<file path="src/rtl/dds_pkg.sv">
`default_nettype none
// +------------------------------------------------------------------------+
// | dds_pkg                                                                |
// | Shared types for the multi-channel DDS: FSM states, pipeline tag and   |
// | accumulator width helper.                                              |
// | Revision: 1.0                                                          |
// +------------------------------------------------------------------------+
package dds_pkg;

   typedef enum logic [1:0] {
      IDLE  = 2'd0,
      RUN   = 2'd1,
      DRAIN = 2'd2
   } dds_state_t;

   // Tag fields sized for the largest legal configuration (16 channels).
   localparam int c_tag_chan_bits = 4;
   localparam int c_tag_frac_bits = 16;

   typedef struct packed {
      logic [c_tag_chan_bits-1:0] chan;
      logic                       half;
      logic [c_tag_frac_bits-1:0] frac;
   } dds_tag_t;

   function automatic int dds_acc_width(input int lut_size_log2, input int acc_frac_bits);
      return 1 + lut_size_log2 + acc_frac_bits;
   endfunction

endpackage
`default_nettype wire

</file>
<file path="src/rtl/dds_multi_channel_if.sv">
`default_nettype none
// +------------------------------------------------------------------------+
// | dds_multi_channel_if                                                   |
// | Control, LUT and sample-output signals of the multi-channel DDS.       |
// | Revision: 1.0                                                          |
// +------------------------------------------------------------------------+
interface dds_multi_channel_if #(
   parameter int g_num_channels  = 4,
   parameter int g_acc_width     = 43,
   parameter int g_lut_size_log2 = 10,
   parameter int g_lut_word_bits = 36,
   parameter int g_output_bits   = 14,
   parameter int g_ampl_bits     = 16
);
   localparam int c_chan_bits = (g_num_channels > 1) ? $clog2(g_num_channels) : 1;

   logic [c_chan_bits-1:0]     chan_sel_i;
   logic [g_acc_width-1:0]     acc_i;
   logic [g_acc_width-1:0]     tune_i;
   logic                       acc_load_i;
   logic                       tune_load_i;
   logic [g_ampl_bits-1:0]     ampl_i;
   logic                       dreq_i;
   logic [g_lut_size_log2-1:0] lut_addr_o;
   logic [g_lut_word_bits-1:0] lut_data_i;
   logic [g_output_bits-1:0]   y_o;
   logic                       y_valid_o;
   logic [c_chan_bits-1:0]     y_chan_o;
   logic                       busy_o;
   logic                       overrun_o;

   modport master (
      output chan_sel_i, acc_i, tune_i, acc_load_i, tune_load_i, ampl_i, dreq_i, lut_data_i,
      input  lut_addr_o, y_o, y_valid_o, y_chan_o, busy_o, overrun_o
   );

   modport slave (
      input  chan_sel_i, acc_i, tune_i, acc_load_i, tune_load_i, ampl_i, dreq_i, lut_data_i,
      output lut_addr_o, y_o, y_valid_o, y_chan_o, busy_o, overrun_o
   );

endinterface
`default_nettype wire

</file>
<file path="src/rtl/dds_interp.sv">
`default_nettype none
// +------------------------------------------------------------------------+
// | dds_interp                                                             |
// | LUT interpolation, half-period negation and optional amplitude scaling |
// | (DDS_AMPL_SCALE_EN). Tag arrives aligned with the LUT address.         |
// | Revision: 1.0                                                          |
// +------------------------------------------------------------------------+
module dds_interp
   import dds_pkg::*;
#(
   parameter int g_lut_sample_bits = 18,
   parameter int g_lut_slope_bits  = 18,
   parameter int g_slope_frac_bits = 7,
   parameter int g_interp_bits     = 8,
   parameter int g_output_bits     = 14,
   parameter int g_ampl_bits       = 16
)(
   input  logic                                      clk_i,
   input  logic                                      rst_i,
   input  logic                                      tag_valid_i,
   input  dds_tag_t                                  tag_i,
   input  logic [g_lut_slope_bits+g_lut_sample_bits-1:0] lut_data_i,
`ifdef DDS_AMPL_SCALE_EN
   input  logic [g_ampl_bits-1:0]                    ampl_i,
`endif
   output logic [g_output_bits-1:0]                  y_o,
   output logic                                      y_valid_o,
   output logic [c_tag_chan_bits-1:0]                y_chan_o
);
   localparam int c_word_bits = g_lut_slope_bits + g_lut_sample_bits;
   localparam int c_prod_bits = g_lut_slope_bits + c_tag_frac_bits + 1;
   localparam int c_v_bits    = g_lut_sample_bits + 2;
   localparam int c_shift     = g_interp_bits + g_slope_frac_bits;
   localparam int c_out_shift = g_lut_sample_bits - g_output_bits;

   logic                              r_s2_valid;
   dds_tag_t                          r_s2_tag;
   logic                              r_s3_valid;
   logic                              r_s3_half;
   logic [c_tag_chan_bits-1:0]        r_s3_chan;
   logic signed [c_v_bits-1:0]        r_s3_v;

   logic signed [g_lut_slope_bits-1:0]  w_slope;
   logic signed [g_lut_sample_bits-1:0] w_sample;
   logic signed [c_prod_bits-1:0]       w_prod;
   logic signed [c_prod_bits-1:0]       w_corr;
   logic signed [c_v_bits-1:0]          w_v;
   logic signed [c_v_bits-1:0]          w_neg;
   logic signed [c_v_bits-1:0]          w_out_v;
   logic signed [c_v_bits-1:0]          w_out_sh;
   logic                                w_out_valid;
   logic [c_tag_chan_bits-1:0]          w_out_chan;

   assign w_slope  = lut_data_i[c_word_bits-1:g_lut_sample_bits];
   assign w_sample = lut_data_i[g_lut_sample_bits-1:0];
   // frac sits zero-extended in the tag, so the product keeps its weight.
   assign w_prod   = c_prod_bits'(w_slope) * c_prod_bits'($signed({1'b0, r_s2_tag.frac}));
   assign w_corr   = w_prod >>> c_shift;
   assign w_v      = c_v_bits'(w_sample) + c_v_bits'(w_corr);
   assign w_neg    = r_s3_half ? -r_s3_v : r_s3_v;

`ifdef DDS_AMPL_SCALE_EN
   localparam int c_scaled_bits = c_v_bits + g_ampl_bits + 1;

   logic [g_ampl_bits-1:0]            r_s2_ampl;
   logic [g_ampl_bits-1:0]            r_s3_ampl;
   logic                              r_s4_valid;
   logic [c_tag_chan_bits-1:0]        r_s4_chan;
   logic signed [c_v_bits-1:0]        r_s4_v;
   logic signed [c_scaled_bits-1:0]   w_scaled;

   assign w_scaled = (c_scaled_bits'(w_neg) * c_scaled_bits'($signed({1'b0, r_s3_ampl}))) >>> g_ampl_bits;

   always_ff @(posedge clk_i or posedge rst_i) begin
      if (rst_i) begin
         r_s2_ampl  <= '0;
         r_s3_ampl  <= '0;
         r_s4_valid <= 1'b0;
         r_s4_chan  <= '0;
         r_s4_v     <= '0;
      end else begin
         r_s2_ampl  <= ampl_i;
         r_s3_ampl  <= r_s2_ampl;
         r_s4_valid <= r_s3_valid;
         r_s4_chan  <= r_s3_chan;
         r_s4_v     <= c_v_bits'(w_scaled);
      end
   end

   assign w_out_v     = r_s4_v;
   assign w_out_valid = r_s4_valid;
   assign w_out_chan  = r_s4_chan;
`else
   assign w_out_v     = w_neg;
   assign w_out_valid = r_s3_valid;
   assign w_out_chan  = r_s3_chan;
`endif

   assign w_out_sh = w_out_v >>> c_out_shift;

   always_ff @(posedge clk_i or posedge rst_i) begin
      if (rst_i) begin
         r_s2_valid <= 1'b0;
         r_s2_tag   <= '0;
         r_s3_valid <= 1'b0;
         r_s3_half  <= 1'b0;
         r_s3_chan  <= '0;
         r_s3_v     <= '0;
         y_o        <= '0;
         y_valid_o  <= 1'b0;
         y_chan_o   <= '0;
      end else begin
         r_s2_valid <= tag_valid_i;
         r_s2_tag   <= tag_i;
         r_s3_valid <= r_s2_valid;
         r_s3_half  <= r_s2_tag.half;
         r_s3_chan  <= r_s2_tag.chan;
         r_s3_v     <= w_v;
         y_o        <= g_output_bits'(w_out_sh);
         y_valid_o  <= w_out_valid;
         y_chan_o   <= w_out_chan;
      end
   end

endmodule
`default_nettype wire

</file>
<file path="src/rtl/dds_multi_channel.sv">
`default_nettype none
// +------------------------------------------------------------------------+
// | dds_multi_channel                                                      |
// | Time-multiplexed N-channel DDS sharing one interpolated half-sine LUT. |
// | Optional per-channel amplitude scaling under DDS_AMPL_SCALE_EN.        |
// | Revision: 1.0                                                          |
// +------------------------------------------------------------------------+
module dds_multi_channel
   import dds_pkg::*;
#(
   parameter int g_num_channels    = 4,
   parameter int g_lut_size_log2   = 10,
   parameter int g_lut_sample_bits = 18,
   parameter int g_lut_slope_bits  = 18,
   parameter int g_slope_frac_bits = 7,
   parameter int g_acc_frac_bits   = 32,
   parameter int g_interp_bits     = 8,
   parameter int g_output_bits     = 14,
   parameter int g_ampl_bits       = 16
)(
   input  logic               clk_i,
   input  logic               rst_i,
   dds_multi_channel_if.slave bus
);
   localparam int c_acc_bits  = dds_acc_width(g_lut_size_log2, g_acc_frac_bits);
   localparam int c_chan_bits = (g_num_channels > 1) ? $clog2(g_num_channels) : 1;
`ifdef DDS_AMPL_SCALE_EN
   localparam int c_latency = 4;
`else
   localparam int c_latency = 3;
`endif
   localparam logic [c_chan_bits-1:0] c_last_chan  = c_chan_bits'(g_num_channels - 1);
   localparam logic [c_chan_bits-1:0] c_one_chan   = c_chan_bits'(1);
   localparam logic [2:0]             c_drain_last = 3'(c_latency - 1);

   dds_state_t                  r_state;
   logic [c_chan_bits-1:0]      r_cnt;
   logic [2:0]                  r_drain;
   logic                        r_overrun;
   logic [c_acc_bits-1:0]       r_acc  [g_num_channels];
   logic [c_acc_bits-1:0]       r_tune [g_num_channels];
   logic [g_lut_size_log2-1:0]  r_lut_addr;
   dds_tag_t                    r_tag;
   logic                        r_tag_valid;
   logic                        w_accept;
   logic                        w_issue;
   logic [c_chan_bits-1:0]      w_issue_chan;
   logic [c_tag_chan_bits-1:0]  w_y_chan;

   // The accepting edge itself issues channel 0; RUN then walks 1..N-1.
   assign w_accept     = bus.dreq_i && (r_state == IDLE || r_state == DRAIN);
   assign w_issue      = w_accept || (r_state == RUN);
   assign w_issue_chan = w_accept ? '0 : r_cnt;

   always_ff @(posedge clk_i or posedge rst_i) begin
      if (rst_i) begin
         r_state   <= IDLE;
         r_cnt     <= '0;
         r_drain   <= '0;
         r_overrun <= 1'b0;
      end else begin
         r_overrun <= bus.dreq_i && (r_state == RUN);
         if (w_accept) begin
            r_state <= RUN;
            r_cnt   <= c_one_chan;
         end else begin
            case (r_state)
               RUN: begin
                  if (r_cnt == c_last_chan) begin
                     r_state <= DRAIN;
                     r_drain <= '0;
                  end else begin
                     r_cnt <= r_cnt + c_one_chan;
                  end
               end
               DRAIN: begin
                  if (r_drain == c_drain_last) r_state <= IDLE;
                  else                         r_drain <= r_drain + 3'd1;
               end
               default: r_state <= IDLE;
            endcase
         end
      end
   end

   for (genvar j = 0; j < g_num_channels; j++) begin : g_chan
      always_ff @(posedge clk_i or posedge rst_i) begin
         if (rst_i) begin
            r_acc[j]  <= '0;
            r_tune[j] <= '0;
         end else begin
            // A same-cycle load overrides the issue increment.
            if (bus.acc_load_i && bus.chan_sel_i == c_chan_bits'(j))
               r_acc[j] <= bus.acc_i;
            else if (w_issue && w_issue_chan == c_chan_bits'(j))
               r_acc[j] <= r_acc[j] + r_tune[j];
            if (bus.tune_load_i && bus.chan_sel_i == c_chan_bits'(j))
               r_tune[j] <= bus.tune_i;
         end
      end
   end

   always_ff @(posedge clk_i or posedge rst_i) begin
      if (rst_i) begin
         r_lut_addr  <= '0;
         r_tag       <= '0;
         r_tag_valid <= 1'b0;
      end else begin
         r_tag_valid <= w_issue;
         if (w_issue) begin
            r_lut_addr <= r_acc[w_issue_chan][c_acc_bits-2 -: g_lut_size_log2];
            r_tag.chan <= c_tag_chan_bits'(w_issue_chan);
            r_tag.half <= r_acc[w_issue_chan][c_acc_bits-1];
            r_tag.frac <= c_tag_frac_bits'(r_acc[w_issue_chan][g_acc_frac_bits-1 -: g_interp_bits]);
         end
      end
   end

`ifdef DDS_AMPL_SCALE_EN
   logic [g_ampl_bits-1:0] r_ampl [g_num_channels];
   logic [g_ampl_bits-1:0] r_tag_ampl;

   for (genvar j = 0; j < g_num_channels; j++) begin : g_ampl
      always_ff @(posedge clk_i or posedge rst_i) begin
         if (rst_i)
            r_ampl[j] <= '1;
         else if (bus.tune_load_i && bus.chan_sel_i == c_chan_bits'(j))
            r_ampl[j] <= bus.ampl_i;
      end
   end

   always_ff @(posedge clk_i or posedge rst_i) begin
      if (rst_i)        r_tag_ampl <= '0;
      else if (w_issue) r_tag_ampl <= r_ampl[w_issue_chan];
   end
`endif

   dds_interp #(
      .g_lut_sample_bits (g_lut_sample_bits),
      .g_lut_slope_bits  (g_lut_slope_bits),
      .g_slope_frac_bits (g_slope_frac_bits),
      .g_interp_bits     (g_interp_bits),
      .g_output_bits     (g_output_bits),
      .g_ampl_bits       (g_ampl_bits)
   ) u_interp (
      .clk_i       (clk_i),
      .rst_i       (rst_i),
      .tag_valid_i (r_tag_valid),
      .tag_i       (r_tag),
      .lut_data_i  (bus.lut_data_i),
`ifdef DDS_AMPL_SCALE_EN
      .ampl_i      (r_tag_ampl),
`endif
      .y_o         (bus.y_o),
      .y_valid_o   (bus.y_valid_o),
      .y_chan_o    (w_y_chan)
   );

   assign bus.y_chan_o   = c_chan_bits'(w_y_chan);
   assign bus.lut_addr_o = r_lut_addr;
   assign bus.busy_o     = (r_state != IDLE);
   assign bus.overrun_o  = r_overrun;

endmodule
`default_nettype wire

</file>
<file path="src/flat_wrapper.sv">
// flat-port wrapper written by rule: the top's interface ports become plain ports
module dds_multi_channel_flat import dds_pkg::*;
#(
   parameter int g_num_channels    = 4,
   parameter int g_lut_size_log2   = 10,
   parameter int g_lut_sample_bits = 18,
   parameter int g_lut_slope_bits  = 18,
   parameter int g_slope_frac_bits = 7,
   parameter int g_acc_frac_bits   = 32,
   parameter int g_interp_bits     = 8,
   parameter int g_output_bits     = 14,
   parameter int g_ampl_bits       = 16
)
  (clk_i, rst_i, bus_chan_sel_i, bus_acc_i, bus_tune_i, bus_acc_load_i, bus_tune_load_i, bus_ampl_i, bus_dreq_i, bus_lut_data_i, bus_lut_addr_o, bus_y_o, bus_y_valid_o, bus_y_chan_o, bus_busy_o, bus_overrun_o);
  dds_multi_channel_if #(.g_num_channels(g_num_channels), .g_acc_width(43), .g_lut_size_log2(g_lut_size_log2), .g_lut_word_bits(36), .g_output_bits(g_output_bits), .g_ampl_bits(g_ampl_bits)) bus_i ();
  input  logic clk_i;
  input  logic rst_i;
  input wire logic [$bits(bus_i.chan_sel_i)-1:0] bus_chan_sel_i;
  input wire logic [$bits(bus_i.acc_i)-1:0] bus_acc_i;
  input wire logic [$bits(bus_i.tune_i)-1:0] bus_tune_i;
  input wire logic [$bits(bus_i.acc_load_i)-1:0] bus_acc_load_i;
  input wire logic [$bits(bus_i.tune_load_i)-1:0] bus_tune_load_i;
  input wire logic [$bits(bus_i.ampl_i)-1:0] bus_ampl_i;
  input wire logic [$bits(bus_i.dreq_i)-1:0] bus_dreq_i;
  input wire logic [$bits(bus_i.lut_data_i)-1:0] bus_lut_data_i;
  output wire logic [$bits(bus_i.lut_addr_o)-1:0] bus_lut_addr_o;
  output wire logic [$bits(bus_i.y_o)-1:0] bus_y_o;
  output wire logic [$bits(bus_i.y_valid_o)-1:0] bus_y_valid_o;
  output wire logic [$bits(bus_i.y_chan_o)-1:0] bus_y_chan_o;
  output wire logic [$bits(bus_i.busy_o)-1:0] bus_busy_o;
  output wire logic [$bits(bus_i.overrun_o)-1:0] bus_overrun_o;
  assign bus_i.chan_sel_i = bus_chan_sel_i;
  assign bus_i.acc_i = bus_acc_i;
  assign bus_i.tune_i = bus_tune_i;
  assign bus_i.acc_load_i = bus_acc_load_i;
  assign bus_i.tune_load_i = bus_tune_load_i;
  assign bus_i.ampl_i = bus_ampl_i;
  assign bus_i.dreq_i = bus_dreq_i;
  assign bus_i.lut_data_i = bus_lut_data_i;
  assign bus_lut_addr_o = bus_i.lut_addr_o;
  assign bus_y_o = bus_i.y_o;
  assign bus_y_valid_o = bus_i.y_valid_o;
  assign bus_y_chan_o = bus_i.y_chan_o;
  assign bus_busy_o = bus_i.busy_o;
  assign bus_overrun_o = bus_i.overrun_o;
  dds_multi_channel #(.g_num_channels(g_num_channels), .g_lut_size_log2(g_lut_size_log2), .g_lut_sample_bits(g_lut_sample_bits), .g_lut_slope_bits(g_lut_slope_bits), .g_slope_frac_bits(g_slope_frac_bits), .g_acc_frac_bits(g_acc_frac_bits), .g_interp_bits(g_interp_bits), .g_output_bits(g_output_bits), .g_ampl_bits(g_ampl_bits)) u_core (.clk_i(clk_i), .rst_i(rst_i), .bus(bus_i));
endmodule
</file>
<file path="config.mk">
export PLATFORM = sky130hd
export DESIGN_NAME = dds_multi_channel_flat
export DESIGN_NICKNAME = d
export VERILOG_FILES = /design/src/rtl/dds_pkg.sv /design/src/rtl/dds_multi_channel_if.sv /design/src/rtl/dds_interp.sv /design/src/rtl/dds_multi_channel.sv /design/src/flat_wrapper.sv
export SDC_FILE = /design/constraint.sdc
export NUM_CORES = 2
export LEC_CHECK = 0
export BUFFER_PORTS_ARGS = -buffer_cell sky130_fd_sc_hd__buf_2
export CAP_MARGIN = 20
export CORE_ASPECT_RATIO = 0.8
export CORE_MARGIN = 2
export CORE_UTILIZATION = 48
export CTS_BUF_LIST = sky130_fd_sc_hd__clkbuf_16
export DETAILED_ROUTE_END_ITERATION = 10
export GPL_TIMING_DRIVEN = 1
export HOLD_SLACK_MARGIN = 0.15
export SLEW_MARGIN = 20
export SYNTH_ARGS = -nofsm -noshare
export SYNTH_HDL_FRONTEND = slang
export SYNTH_HIERARCHICAL = 1
export SYNTH_SLANG_ARGS = --single-unit
</file>
<file path="constraint.sdc">
create_clock -name clk_i -period 13.2 [get_ports clk_i]
set_input_delay 1.98 -clock clk_i [delete_from_list [all_inputs] [get_ports clk_i]]
set_output_delay 1.98 -clock clk_i [all_outputs]
set_load 0.03 [all_outputs]
</file>
==> run summary <==
Layout Area Growth over Synthesis = 8.708%
Min-Delay Path Class = reg -> reg
final worst-path cycle share = 0.6934
first-pass GRT wire length = 157.6 mm
CP max stage delay = 0.71 ns
CP arrival = 9.67 ns
Post-CTS Resized = 0
Cell Area, Synth = 37010 um^2
vias in the first global route = 27.78k
Post-Route WL = 99.58 mm
cell mode on critical path = fa_1
status = finished, final reports clean
Synth Warn # = 6
most frequent cells in the layout = 488 x nand2_1, 434 x inv_1, 433 x dfrtp_1, 343 x a21oi_1, 284 x fa_1
grt total ovfl = 0
port bufs = 157
Via-to-Cell Ratio = 5.558
setup total negative slack = 0 ns
post-route DRC violation count = 0
core area = 76740 um^2
initial antenna violation count = 4
Syn Area/Cell = 9.101 um^2
# setup viols final = 0
Crit Path Max Fanout = 16
worst path bufs/invs = 5
share of layout cells above drive strength 1 = 0.1151
most common cell after layout, fill and taps aside = nand2_1
Top-Level Pins = 174
Crit. End Element = register
DP Worst Slack = 3.382 ns
CTS tree = built
DR WL/cell = 19.19 um
crit path kind = in -> reg
nets@finish = 4825
drt pass-1 iters = 5
Non-Filler Instances = 5190
CTS clk-pin slew, worst paths = 0.05 ns
clk buf depth = 3
RePlAce Congestion = 0.8868
initial cell density of the core = 0.4823
Final Max Slew Viols = 0
Worst Clk Skew = 0.03446 ns
Cells after Synth = 4067
Fmax = 109.3 MHz
row count = 91
htree depth = 2
Worst Tran Pin Value = 1.046 ns
post-CTS repair timing setup buffer count = 0
cts hold-fix bufs = 0
Tmin final = 9.153 ns
Req. time, crit path = 13.72 ns
placed cells = 5098
1st-iter DRT viols = 2168
die area = 79360 um^2
Sink Count = 433
dpl hpwl = 74.30 mm
Filler cells = 7225
slowest cell on the critical path = a221oi_1
Vias = 28.85k
Die Ht = 252.4 um
RSZ-0062 raised after global routing = false
family with the most delay on the worst path = adder cells
Worst setup SP type = input port
later-pin clock latency in the skew report = 0.63 ns
All-Layer GR Usage = 0.2533
Slew headroom = 0.3028
CTS Buf Count = 49
largest net degree at the start of global routing = 83
post-route ant nets = 0
final setup margin = 4.047 ns
DIE WIDTH = 314.5 um
max cap viols = 0
final hold viol count = 0
Root Driver = clkbuf_16
## stage by stage
step | util | hold WS, ns | area [um^2]
floorplan | - | 0.3312 | 37040
global placement | 0.5038 | 0.3320 | 38660
detailed placement | 0.5038 | 0.3355 | 38660
CTS | 0.5242 | 0.3483 | 40230
global route | 0.5243 | 0.3542 | 40230
finish | 0.5243 | 0.3471 | 40240
## worst reg2reg max path: cells and delay by family (launching register included)
| family | cells | cell delay [ns] |
|---|---|---|
| flops | 1 | 0.94 |
| simple gates | 2 | 0.37 |
| compound gates | 11 | 2.60 |
| fa+ha+maj | 8 | 3.79 |
| xor+xnor | 3 | 0.38 |
| buf+inv | 5 | 0.27 |
## state kept, by name, summed over array words and instances, names as in the netlist, 3 cells and up
signal and count:
u_core/u_interp/r_s2_tag 19, u_core/r_tag 11, u_core/u_interp/r_s3_v 18, u_core/r_acc 172
u_core/r_tune 172, u_core/r_drain 3, u_core/bus.lut_addr_o 10, u_core/u_interp/y_o 14
## layout make-up
| cell class | instances | area (um^2) | share of cell area |
|---|---|---|---|
| clock inverters | 39 | 336.6 | 0.008365 |
| well taps | 1023 | 1280 | 0.03181 |
| clock buffers | 49 | 1226 | 0.03047 |
| flip-flops and latches | 433 | 10840 | 0.2693 |
| inverters | 429 | 1618 | 0.04021 |
| multi-input cells | 3030 | 23950 | 0.5952 |
| diodes | 4 | 10.01 | 0.0002488 |
| repair buffers | 183 | 980.9 | 0.02438 |
## layer usage
metal	share of wire	wire [um]	global-route usage	up-vias
met4	0.018	1773	0.05293	0
met5	0	0	0	-
li1	-	-	-	13800
met2	0.42	42170	0.3700	765
met3	0.067	6660	0.04266	113
met1	0.49	48970	0.3920	14170
## final timing paths
| check | startpoint | end | slack [ns] | cells after the start |
|---|---|---|---|---|
| max in group asynchronous | rst_i | u_core/r_tune[167] | 9.04 | 5 |
| hold reg to reg | u_core/u_interp/r_s3_valid | u_core/u_interp/y_valid_o | 0.35 | 0 |
| setup / recovery | bus_lut_data_i[24] | u_core/u_interp/r_s3_v[17] | 4.05 | 30 |
| setup reg to reg | u_core/u_interp/r_s2_tag[9] | u_core/u_interp/r_s3_v[17] | 4.80 | 29 |
| min in group asynchronous | rst_i | u_core/r_acc[43] | 1.43 | 2 |
| hold / removal | u_core/u_interp/r_s3_valid | u_core/u_interp/y_valid_o | 0.35 | 0 |
Power is left out: the tool's default activity adds up to more than one toggle a clock period on the data nets, which glitch-free logic cannot reach.
